**src/rtl/ddr_rd_pixel_unpacker.sv**
```systemverilog
// ddr_rd_pixel_unpacker: pops 128-bit words from the prefetch read FIFO and
// serialises them LSB-first into PIX_W-bit pixels, one per pixel request.
// It also counts pixels per line, resynchronises on vs_start and flags
// underflow. Define UNPACK_ERR_CNT_EN to add a saturating underflow counter
// on the err_cnt port.
module ddr_rd_pixel_unpacker #(
   parameter int unsigned DATA_W   = 128,
   parameter int unsigned PIX_W    = 16,
   parameter int unsigned H_ACTIVE = 1920
) (
   input  logic              rd_clk,
   input  logic              rd_rst,
   input  logic [DATA_W-1:0] fifo_data,
   input  logic              fifo_vld,
   output logic              fifo_en,
   input  logic              vs_start,
   input  logic              pix_req,
   output logic [PIX_W-1:0]  pix_data,
   output logic              pix_vld,
   output logic              line_end,
   output logic              underflow
`ifdef UNPACK_ERR_CNT_EN
   ,
   output logic [15:0]       err_cnt
`endif
);

   localparam int unsigned PPW   = DATA_W / PIX_W;
   localparam int unsigned IDX_W = (PPW > 1) ? $clog2(PPW) : 1;
   localparam int unsigned LC_W  = (H_ACTIVE > 1) ? $clog2(H_ACTIVE) : 1;
   localparam logic [IDX_W-1:0] IDX_LAST = IDX_W'(PPW - 1);
   localparam logic [LC_W-1:0]  LC_LAST  = LC_W'(H_ACTIVE - 1);

   logic [DATA_W-1:0] hold_q, hold_d;
   logic              hold_vld_q, hold_vld_d;
   logic [IDX_W-1:0]  idx_q, idx_d;
   logic [LC_W-1:0]   line_q, line_d;
   logic [PIX_W-1:0]  pix_data_q, pix_data_d;
   logic              pix_vld_q, pix_vld_d;
   logic              line_end_q, line_end_d;
   logic              underflow_q, underflow_d;
   logic [PIX_W-1:0]  pix_sel;
   logic              load, serve, starve;

   // Pop only when the hold register is empty or its last pixel leaves this cycle.
   always_comb begin
      fifo_en = ~rd_rst & fifo_vld & ~vs_start &
                (~hold_vld_q | (pix_req & (idx_q == IDX_LAST)));
      load    = fifo_vld & fifo_en;
      serve   = pix_req & hold_vld_q & ~vs_start;
      starve  = pix_req & ~hold_vld_q & ~vs_start;
   end

   // Select the current pixel from the hold register, LSB lane first.
   always_comb begin
      pix_sel = '0;
      for (int unsigned k = 0; k < PPW; k++) begin
         if (idx_q == IDX_W'(k)) pix_sel = hold_q[k*PIX_W +: PIX_W];
      end
   end

   // Next-state: vs_start overrides serve/underflow/load and line counting.
   always_comb begin
      hold_d      = hold_q;
      hold_vld_d  = hold_vld_q;
      idx_d       = idx_q;
      line_d      = line_q;
      pix_data_d  = pix_data_q;
      pix_vld_d   = 1'b0;
      line_end_d  = 1'b0;
      underflow_d = 1'b0;
      if (vs_start) begin
         hold_vld_d = 1'b0;
         idx_d      = '0;
         line_d     = '0;
      end else begin
         if (serve) begin
            pix_data_d = pix_sel;
            pix_vld_d  = 1'b1;
            if (idx_q == IDX_LAST) begin
               idx_d      = '0;
               hold_vld_d = 1'b0;
            end else begin
               idx_d = idx_q + IDX_W'(1);
            end
         end
         if (starve) begin
            pix_data_d  = '0;
            underflow_d = 1'b1;
         end
         // A load in the same cycle as the last serve refills without a bubble.
         if (load) begin
            hold_d     = fifo_data;
            hold_vld_d = 1'b1;
            idx_d      = '0;
         end
         if (pix_req) begin
            if (line_q == LC_LAST) begin
               line_d     = '0;
               line_end_d = 1'b1;
            end else begin
               line_d = line_q + LC_W'(1);
            end
         end
      end
   end

   // State and registered outputs, asynchronously cleared by rd_rst.
   always_ff @(posedge rd_clk or posedge rd_rst) begin
      if (rd_rst) begin
         hold_q      <= '0;
         hold_vld_q  <= 1'b0;
         idx_q       <= '0;
         line_q      <= '0;
         pix_data_q  <= '0;
         pix_vld_q   <= 1'b0;
         line_end_q  <= 1'b0;
         underflow_q <= 1'b0;
      end else begin
         hold_q      <= hold_d;
         hold_vld_q  <= hold_vld_d;
         idx_q       <= idx_d;
         line_q      <= line_d;
         pix_data_q  <= pix_data_d;
         pix_vld_q   <= pix_vld_d;
         line_end_q  <= line_end_d;
         underflow_q <= underflow_d;
      end
   end

   assign pix_data  = pix_data_q;
   assign pix_vld   = pix_vld_q;
   assign line_end  = line_end_q;
   assign underflow = underflow_q;

`ifdef UNPACK_ERR_CNT_EN
   logic [15:0] err_q, err_d;

   // Saturating underflow count; updates together with the underflow pulse.
   always_comb begin
      err_d = err_q;
      if (underflow_d && (err_q != '1)) err_d = err_q + 16'd1;
   end

   // Error counter register, cleared only by rd_rst.
   always_ff @(posedge rd_clk or posedge rd_rst) begin
      if (rd_rst) err_q <= '0;
      else        err_q <= err_d;
   end

   assign err_cnt = err_q;
`endif

endmodule

```
**config.mk**
```make
export PLATFORM = sky130hd
export DESIGN_NAME = ddr_rd_pixel_unpacker
export DESIGN_NICKNAME = d
export VERILOG_FILES = /design/src/rtl/ddr_rd_pixel_unpacker.sv
export SDC_FILE = /design/constraint.sdc
export NUM_CORES = 1
export LEC_CHECK = 0
export CORE_MARGIN = 4
export CORE_UTILIZATION = 30
export CTS_BUF_LIST = sky130_fd_sc_hd__clkbuf_16
export DETAILED_ROUTE_END_ITERATION = 7
export HOLD_SLACK_MARGIN = 0.03
export RECOVER_POWER = 25
export SLEW_MARGIN = 20
export SYNTH_ARGS = -nofsm -noshare
export SYNTH_HDL_FRONTEND = slang
export SYNTH_SLANG_ARGS = --single-unit
```
**constraint.sdc**
```tcl
create_clock -name rd_clk -period 5.29 [get_ports rd_clk]
set_clock_uncertainty 0.15 [all_clocks]
set_input_delay 0.529 -clock rd_clk [delete_from_list [all_inputs] [get_ports rd_clk]]
set_output_delay 0.529 -clock rd_clk [all_outputs]
set_load 0.01 [all_outputs]
```
==> results.yml <==
synthesis:
  synth_top_cell_area_share_pct: 51.9
  async_reset_ff_share_pct: 100
  ys_warn_count: 0
  yosysSeqAreaShare_pct: 51.9
  synth_ff_type: "dfrtp_1"
  synth_most_common_cell: "dfrtp_1"
  synth_nets: 756
  synth_area_leader_cell: "dfrtp_1"
  synth_area_sq_um: 7810
  ys_types: 42
  synth_area_leaders: "dfrtp_1, mux2_4, mux2_2"
  synth_commonest_cells: "dfrtp_1, mux2_4, mux2_2"
  synth-edff-count: 0
  syn_inst: 616
  avgSynthCellArea_sq_um: 12.7
  synth.ff_latch_count: 162
floorplan:
  die_area_sq_um: 28700
  start_util_pct: 30.7
  fp.dieH_um: 169
  dieWidth_um: 169
  rows: 58
  core-area_sq_um: 25400
  io_pins: 153
run:
  max_cap_viol_count: 0
routing:
  vias: 5407
  wl_per_cell_um: 19.4
  routed_via_density: 4.95
  route.detailed.drc: 0
  wirelength_um: 21200
  detail-route-antenna-nets: 0
  drt-initial-drc-count: 318
  first_pass_iters: 5
sta:
  finalSetupTns_ns: 0
  setup_viol: 0
  fmax_mhz: 296
  rsz0062_at_grt: "false"
  fin_crit_sh_pct: 63.8
  slew_viol_final: 0
  layout_min_cycle_time_ns: 3.37
  worst_slew_pin_slew_ns: 0.968
  slew_headroom_pct: 35.2
  hold_viol: 0
power_and_ir_drop:
  p_clk_share_pct: 34.9
  ir_worst_vdd_mv: 0.152
  p_per_area_nw_per_um2: 350
  switching_share_pct: 25.6
  p_leak_nw: 4.30
  power_frac_comb_pct: 18.6
  seq_power_share_pct: 46.5
  switchingPower_mw: 0.905
  p_int_mw: 2.63
worst_setup_path:
  crit_top_cell: "nand2_1"
  slowest_delay_ns: 0.91
  crit_buf_inv: 1
  cp_cell_sequence: "ha_1 -> nand2_1 -> nand2_1 -> and3_4 -> clkdlybuf4s50_1"
  required_ns: 4.61
  end_kind: "output port"
  path_max_fanout: 24
  path_class: "flop to output port"
  cp_top_family: "flip-flops"
  start_kind: "flop"
  crit_slowest_cell: "dfrtp_1"
  cp.arrival_ns: 2.70
final_layout:
  utilization_pct: 39.8
  nets: 890
  drive_gt1_share_pct: 22.2
  fillers: 2447
  area_delta_synth_final_pct: 29.3
cts:
  ctsResizeCount: 0
  cts-root-buf: "clkbuf_16"
  ctsHoldBuffers: 0
  cts_sinks: 162
  cts_buffer_depth: 2
  postCtsSetupBuffers: 0
  worstSkewPairLatency_ns: 0.42
  cts_tree: "done"
  cts_buffers: 17
  cts_htree_levels: 4
  path_clk_slew_ns: 0.07
placement:
  post-dp-hpwl_um: 14800
  gp_congestion: 0.816
  portBuffers: 152
global_routing:
  grt_use_total_pct: 14.7
  grt_use_met3_pct: 4.22
  grt_max_degree: 94
  grt_pass1_wl_um: 32600
  grt_remaining_overflow: 0
  use_met2_pct: 21.5
  antenna_found_initial: 2
  first_global_vias: 5459
  grt.busiest_layer: "met2"
  grt_use_met1_pct: 21.2
hold_path:
  hp-class: "flop to flop"
status:
  status: "completed"
==> cell families after synthesis <==
kind of cell	Yosys count	share of synthesized area, %
AO/OA/AOI/OAI	112	10.6
XOR/XNOR	3	0.337
adder cells (fa/ha/maj)	7	1.12
buffers and inverters	87	5.98
flip-flops	162	51.9
multiplexers	129	21.7
AND/OR/NAND/NOR	116	8.32
==> layer usage <==
metal / vias up / wire length, um
met1: 2631 / 9940
met3: 33 / 1580
met5: - / 20
met2: 201 / 9310
li1: 2540 / -
met4: 2 / 331
==> area by class of cell <==
type	count	area [sq um]	area share, %
flip-flops and latches	162	4050	40.1
multi-input cells	367	3290	32.6
repair buffers	162	1610	15.9
clock buffers	17	425	4.21
well taps	330	413	4.09
inverters	40	155	1.54
clock inverters	13	145	1.44
diodes	1	2.50	0.0248
==> flip-flops by register name, summed over array words and instances (netlist names) <==
| signal | count |
|---|---|
| pix_data | 16 |
| pix_vld | 1 |
| idx_q | 3 |
| line_end | 1 |
| hold_vld_q | 1 |
| underflow | 1 |
| line_q | 11 |
| hold_q | 128 |
==> metrics by stage <==
stage          hold WS (ns)  setup slack [ns]  power (mW)  instance area (sq um)  cells
2_1_floorplan         0.276             0.234        2.04                   7810    616
3_5_place_dp          0.324              2.13        2.33                   9520   1061
5_1_grt               0.344              1.78        3.71                  10100   1092
6_report              0.327              1.92        3.54                  10100   1092
3_3_place_gp          0.326              2.17        2.31                   9520   1061
4_1_cts               0.335              1.88        3.58                  10100   1091
==> layout by cell type (no fill, tap or decap), types with 2 or more instances in the layout <==
cell type	count
dfrtp_1	162
clkdlybuf4s50_1	150
mux2_4	65
mux2_2	63
inv_1	40
a21oi_1	36
nand3_1	34
nand4_1	21
a221oi_1	18
clkbuf_16	17
nand3b_1	16
o22ai_1	15
nand2_1	15
a221o_1	15
a22o_1	15
nor2_1	10
buf_4	9
ha_1	7
o21ai_0	4
and3_1	4
clkinv_2	4
and2_1	3
o311ai_0	3
nor3_1	3
bufinv_16	3
nand2b_1	2
nor2b_1	2
xor2_1	2
inv_6	2
clkinv_1	2
clkinvlp_4	2
dlygate4sd3_1	2
==> worst paths after layout <==
check                                start  cells after the start    endpoint  slack [ns]
worst max-delay path              idx_q[2]                      5     fifo_en        1.92
worst min-delay path            hold_vld_q                      1   underflow        0.33
worst max register to register    idx_q[2]                      6  hold_q[75]        2.30
worst min register to register  hold_vld_q                      1   underflow        0.33
max in group asynchronous           rd_rst                      3  hold_q[12]        3.30
min in group asynchronous           rd_rst                      2  hold_q[76]        0.63
==> power groups by stage <==
stage               Sequential (mW)  Clock, mW  Combinational [mW]
floorplan                      1.60          0               0.440
global placement               1.66          0               0.651
detailed placement             1.66          0               0.664
CTS                            1.64       1.27               0.668
global route                   1.67       1.33               0.712
finish                         1.64       1.23               0.660
No activity file was read; power rests on OpenSTA's default activity.
